$ cat config.mk
export PLATFORM = sky130hd
export DESIGN_NAME = clock_divider_bank
export DESIGN_NICKNAME = d
export VERILOG_FILES = /design/src/rtl/clock_divider_bank.sv
export SDC_FILE = /design/constraint.sdc
export NUM_CORES = 1
export LEC_CHECK = 0
export ABC_CLOCK_PERIOD_IN_PS = 4050
export CORE_MARGIN = 2
export CORE_UTILIZATION = 40
export DETAILED_ROUTE_END_ITERATION = 10
export SLEW_MARGIN = 20
export SYNTH_ARGS = -nofsm -noshare
export SYNTH_HDL_FRONTEND = slang
export SYNTH_SLANG_ARGS = --single-unit
export TNS_END_PERCENT = 100
$ cat constraint.sdc
create_clock -name Clock -period 4.05 [get_ports Clock]
set_input_delay 1.215 -clock Clock [delete_from_list [all_inputs] [get_ports Clock]]
set_output_delay 1.215 -clock Clock [all_outputs]
set_load 0.02 [all_outputs]
$ cat src/rtl/clock_divider_bank.sv
// Multi-channel programmable clock divider.
// Each channel emits a divided clock plus rise/fall strobes.
module clock_divider_bank #(
  parameter int   NUM_CH       = 4,
  parameter int   CNT_W        = 16,
  parameter int   DEFAULT_HALF = 1,
  parameter logic INIT_STATE   = 1'b1,
  localparam int  CW = (NUM_CH > 1) ? $clog2(NUM_CH) : 1
) (
  input  logic              Clock,
  input  logic              Reset,
  input  logic [NUM_CH-1:0] Enable,
  input  logic              CfgWrite,
  input  logic [CW-1:0]     CfgChan,
  input  logic [CNT_W-1:0]  CfgHalf,
  input  logic [CNT_W-1:0]  CfgPhase,
  output logic [NUM_CH-1:0] ClockOut,
  output logic [NUM_CH-1:0] RiseTick,
  output logic [NUM_CH-1:0] FallTick,
  output logic [NUM_CH-1:0] Running
);

  typedef enum logic [1:0] {
    IDLE,
    PHASE,
    RUN
  } state_t;

  localparam logic [CNT_W-1:0] ONE  = CNT_W'(1);
  localparam logic [CNT_W-1:0] DEFH = CNT_W'(DEFAULT_HALF);

  for (genvar c = 0; c < NUM_CH; c++) begin : g_ch
    state_t           st_q, st_d;
    logic [CNT_W-1:0] cnt_q, cnt_d;
    logic [CNT_W-1:0] ha_q, ha_d;
    logic [CNT_W-1:0] pa_q, pa_d;
    logic [CNT_W-1:0] hs_q, hs_d;
    logic [CNT_W-1:0] ps_q, ps_d;
    logic             co_q, co_d;
    logic             rt_q, rt_d;
    logic             ft_q, ft_d;
    logic             rn_q;
    logic             wr;
    logic             last;

    // Next-state, counter, config and output levels.
    always_comb begin
      wr    = CfgWrite && (CfgChan == CW'(c));
      hs_d  = wr ? CfgHalf  : hs_q;
      ps_d  = wr ? CfgPhase : ps_q;
      last  = (ha_q <= ONE) || (cnt_q == ha_q - ONE);
      ha_d  = ha_q;
      pa_d  = pa_q;
      st_d  = st_q;
      cnt_d = cnt_q;
      co_d  = co_q;
      rt_d  = 1'b0;
      ft_d  = 1'b0;
      unique case (st_q)
        IDLE: begin
          ha_d  = hs_d;
          pa_d  = ps_d;
          co_d  = INIT_STATE;
          cnt_d = '0;
          if (Enable[c] && hs_d != '0) begin
            st_d = (ps_d == '0) ? RUN : PHASE;
          end
        end
        PHASE: begin
          co_d = INIT_STATE;
          if (!Enable[c]) begin
            st_d  = IDLE;
            cnt_d = '0;
          end else if (cnt_q == pa_q - ONE) begin
            st_d  = RUN;
            cnt_d = '0;
          end else begin
            cnt_d = cnt_q + ONE;
          end
        end
        RUN: begin
          if (!Enable[c] && co_q == INIT_STATE) begin
            st_d  = IDLE;
            cnt_d = '0;
          end else if (last) begin
            co_d  = ~co_q;
            rt_d  = ~co_q;
            ft_d  = co_q;
            cnt_d = '0;
            ha_d  = hs_d;
            pa_d  = ps_d;
            if (!Enable[c]) begin
              st_d = IDLE;
            end
          end else begin
            cnt_d = cnt_q + ONE;
          end
        end
        default: begin
          st_d  = IDLE;
          cnt_d = '0;
        end
      endcase
    end

    // Channel state and registered outputs.
    always_ff @(posedge Clock) begin
      if (Reset) begin
        st_q  <= IDLE;
        cnt_q <= '0;
        ha_q  <= DEFH;
        hs_q  <= DEFH;
        pa_q  <= '0;
        ps_q  <= '0;
        co_q  <= INIT_STATE;
        rt_q  <= 1'b0;
        ft_q  <= 1'b0;
        rn_q  <= 1'b0;
      end else begin
        st_q  <= st_d;
        cnt_q <= cnt_d;
        ha_q  <= ha_d;
        hs_q  <= hs_d;
        pa_q  <= pa_d;
        ps_q  <= ps_d;
        co_q  <= co_d;
        rt_q  <= rt_d;
        ft_q  <= ft_d;
        rn_q  <= (st_d != IDLE);
      end
    end

    assign ClockOut[c] = co_q;
    assign RiseTick[c] = rt_q;
    assign FallTick[c] = ft_q;
    assign Running[c]  = rn_q;
  end

endmodule

==> impl_metrics.env, run 1 <==
export IMPL_outcome="completed"
export IMPL_cts_resized=0
export IMPL_fin_crit_sh=0.929
export IMPL_synth_top_family_by_area="simple AND/OR/NAND/NOR gates"
export IMPL_tightest_slew_ps=901
export IMPL_worst_setup_path_type="flop to flop"
export IMPL_dp_cells=2774
export IMPL_skew_ps=27.7
export IMPL_cts_tree="yes"
export IMPL_fmax_mhz=266
export IMPL_routed_wl_um=49600
export IMPL_report_final_slew_viol_count=0
export IMPL_synth_area_sq_um=18200
export IMPL_clk_pin_slew_ps=60
export IMPL_core_area_sq_um=45100
export IMPL_place_congestion=0.883
export IMPL_cts_buffers=39
export IMPL_cap_violations=0
export IMPL_grt_antenna_before_repair=2
export IMPL_hold_viol=0
export IMPL_p_int_mw=6.41
export IMPL_synth_enable_flop_cells=0
export IMPL_layout_area_overhead_vs_synth_pct=13.0
export IMPL_instances_no_fill=2843
export IMPL_rsz0062_at_grt="no"
export IMPL_synth_mux_area_frac=0.0478
export IMPL_yosysUniqueCellTypes=85
export IMPL_pwr_share_seq=0.406
export IMPL_place_area_sq_um=19200
export IMPL_clockBufferDepth=3
export IMPL_synth_cells=2221
export IMPL_synth_fp_nets=2294
export IMPL_die_h_um=217
export IMPL_ys_ff_latch=344
export IMPL_dpl_hpwl_um=35800
export IMPL_synth_adder_area_share=0.0221
export IMPL_vdd_drop_max_mv=0.273
export IMPL_ys_seq_area_frac=0.379
export IMPL_yosys_area_share_xor_xnor=0.107
export IMPL_drt_initial_drc_count=1229
export IMPL_drc_errors=0
export IMPL_clock_latency_ps=570
export IMPL_grt_first_pass_wirelength_um=78800
export IMPL_yosys_area_share_simple=0.267
export IMPL_dieWidth_um=217
export IMPL_cp_max_fo=24
export IMPL_cp_required_ps=4490
export IMPL_drtAntennaViolNets=0
export IMPL_die_area_sq_um=47100
export IMPL_netSwitchingPower_mw=2.67
export IMPL_r2r_start="g_ch[2].ha_q[0]"
export IMPL_slew_headroom=0.394
export IMPL_fp_row_count=78
export IMPL_clkPwrFrac=0.392
export IMPL_overflow=0
export IMPL_crit_chain="inv_1 -> ha_1 -> or3b_1 -> or4_1 -> a222oi_1 -> o2111ai_1 -> nor4_2 -> o221ai_2 -> o21ai_4 -> mux2_1"
export IMPL_synth_flop_cell="dfxtp_1"
export IMPL_cts_hold_buffers=0
export IMPL_total_leakage_power_nw=7.25
export IMPL_cts_htree_levels=2
export IMPL_combPwrFrac=0.201
export IMPL_ctsRootBufferMaster="clkbuf_16"
export IMPL_wire_per_inst_um=17.5
export IMPL_vias_per_cell=5.36
export IMPL_crit_path_start="g_ch[2].ha_q[0]"
export IMPL_syn_area_per_cell_sq_um=8.17
export IMPL_final_setup_tns_ps=0
export IMPL_final_cell_area_sq_um=20500
export IMPL_startpoint_type="flop"
export IMPL_slowest_stage="nor4_2"
export IMPL_crit_path_end_kind="flop"
export IMPL_cts_setup_buffers=0
export IMPL_vias=15200
export IMPL_finalSetupViolations=0
export IMPL_switching_share=0.294
export IMPL_crit_arrival_ps=4200
export IMPL_layout_drive_gt1_share=0.0830
export IMPL_grt_pass1_vias=14300
export IMPL_io_pins=57
export IMPL_synth_compound_area_frac=0.128
export IMPL_cts_sinks=344
export IMPL_port_buffers=56
export IMPL_yosys_warnings=0
export IMPL_async_flop_share=0
export IMPL_p_per_area_nw_per_um2=443
export IMPL_fin_crit_ps=3760
export IMPL_initial_utilization=0.403
export IMPL_slowest_delay_ps=520
export IMPL_grtUsageTotal=0.209
export IMPL_hold_class="flop to flop"
export IMPL_min_from="g_ch[0].pa_q[15]"
export IMPL_drtPass1Iterations=5
export IMPL_grt_max_degree=103
export IMPL_layout_nets=2288
synthesized netlist by cell type, types with 20 or more instances:
master / n / share of area
nand3_1: 49 / 0.014
o21ai_1: 41 / 0.011
xor2_1: 82 / 0.040
and3_1: 20 / 0.0069
nor2b_1: 43 / 0.015
nor2_1: 164 / 0.034
nor3_1: 50 / 0.014
mux2_4: 30 / 0.025
buf_4: 21 / 0.0087
dfxtp_1: 344 / 0.38
clkbuf_1: 107 / 0.022
nor4_1: 70 / 0.024
nand4_1: 26 / 0.0090
ha_1: 32 / 0.022
inv_1: 49 / 0.010
o21ai_0: 50 / 0.014
mux2i_1: 36 / 0.020
a21oi_1: 153 / 0.042
nand2b_1: 64 / 0.022
or2_1: 21 / 0.0072
or2_2: 22 / 0.0076
xnor2_1: 138 / 0.067
nand2_1: 349 / 0.072
cells by family (layout without fill, tap and decap cells):
| kind of cell | count (synthesis) | after routing |
|---|---|---|
| and+or+nand+nor | 974 | 974 |
| muxes | 71 | 71 |
| AOI/OAI and AO/OA | 379 | 379 |
| buffers and inverters | 200 | 220 |
| xor gates and xnor gates | 221 | 221 |
| adders and majority gates | 32 | 32 |
| DFF | 344 | 344 |
| other | 0 | 2 |
sequential cells by signal, indices dropped and copies added, names as in the netlist, 8 cells and up:
name and count:
g_ch.cnt_q 64, g_ch.ha_q 64, g_ch.hs_q 64, g_ch.pa_q 64, g_ch.ps_q 64, g_ch.st_q 8
final timing paths:
check	depth (start not counted)	slack (ps)	endpoint
worst max-delay path	10	290	g_ch[2].ha_q[0]
worst min-delay path	2	470	g_ch[0].pa_q[15]
worst max register to register	10	290	g_ch[2].ha_q[0]
worst min register to register	2	470	g_ch[0].pa_q[15]
stage by stage:
step                 util  hold slack (ps)  total power [mW]  setup slack (ps)
floorplan               -              444              5.07               794
global placement    0.427              460              5.53               393
detailed placement  0.427              461              5.57               311
CTS                 0.455              469              9.14               315
global route        0.455              502              9.49              56.5
finish              0.455              471              9.08               287
routing by layer:
layer  track usage  vias to the layer above  share of wire
li1              -                     7616              -
met1         0.291                     7185           0.47
met2         0.327                      352           0.44
met3        0.0305                       90          0.052
met4        0.0799                        2          0.034
met5             0                        -        0.00032
power by group through the flow:
| stage | Clock, mW | Combinational, mW | Sequential (mW) |
|---|---|---|---|
| floorplan | 0 | 1.37 | 3.70 |
| global placement | 0 | 1.78 | 3.76 |
| detailed placement | 0 | 1.81 | 3.76 |
| CTS | 3.64 | 1.82 | 3.69 |
| global route | 3.78 | 2.00 | 3.71 |
| finish | 3.56 | 1.83 | 3.69 |
area by class of cell:
type / count / area [sq um]
Clock inverter: 11 / 165
Antenna cell: 2 / 5.00
Inverter: 49 / 184
Sequential cell: 344 / 6890
Tap cell: 600 / 751
Timing Repair Buffer: 104 / 987
Fill cell: 4428 / 24600
Multi-Input combinational cell: 1677 / 10400
Clock buffer: 56 / 1100
critical path, delay by kind of cell (launching register included):
family / cells / cell delay [ps]
adders and majority gates: 1 / 280
muxes: 1 / 370
buffers and inverters: 1 / 80
and+or+nand+nor: 3 / 1520
AOI/OAI and AO/OA: 4 / 1030
DFF: 1 / 370
cell usage in the layout, fill, tap and decap left out, drive strengths merged, types with 7 or more instances in the layout:
| cell type | Yosys | final |
|---|---|---|
| nand4 | 26 | 26 |
| ha | 32 | 32 |
| o31ai | 14 | 14 |
| xnor2 | 138 | 138 |
| a21o | 8 | 8 |
| or2 | 43 | 43 |
| o21ai | 92 | 92 |
| nor3 | 51 | 51 |
| nor4b | 7 | 7 |
| a31oi | 12 | 12 |
| or3 | 18 | 18 |
| dfxtp | 344 | 344 |
| clkdlybuf4s50 | 0 | 55 |
| nand2b | 64 | 64 |
| nor2b | 43 | 43 |
| nor4 | 72 | 72 |
| buf | 44 | 48 |
| a211oi | 13 | 13 |
| and2 | 8 | 8 |
| mux2i | 36 | 36 |
| nand3b | 11 | 11 |
| xor2 | 82 | 82 |
| nor2 | 164 | 164 |
| and3 | 20 | 20 |
| nor3b | 10 | 10 |
| inv | 49 | 53 |
| nand3 | 49 | 49 |
| mux2 | 35 | 35 |
| clkbuf | 107 | 57 |
| nand2 | 349 | 349 |
| o211ai | 13 | 13 |
| or4 | 19 | 19 |
| a21oi | 155 | 155 |
Note: power is estimated with default switching activity, not from simulation.
==> run 2: changes to the inputs <==
Settings changed: CTS_CLUSTER_SIZE from default to 30.
==> results of run 2 <==
Same layout as run 1: the final DEF is identical, and so are final timing and power.
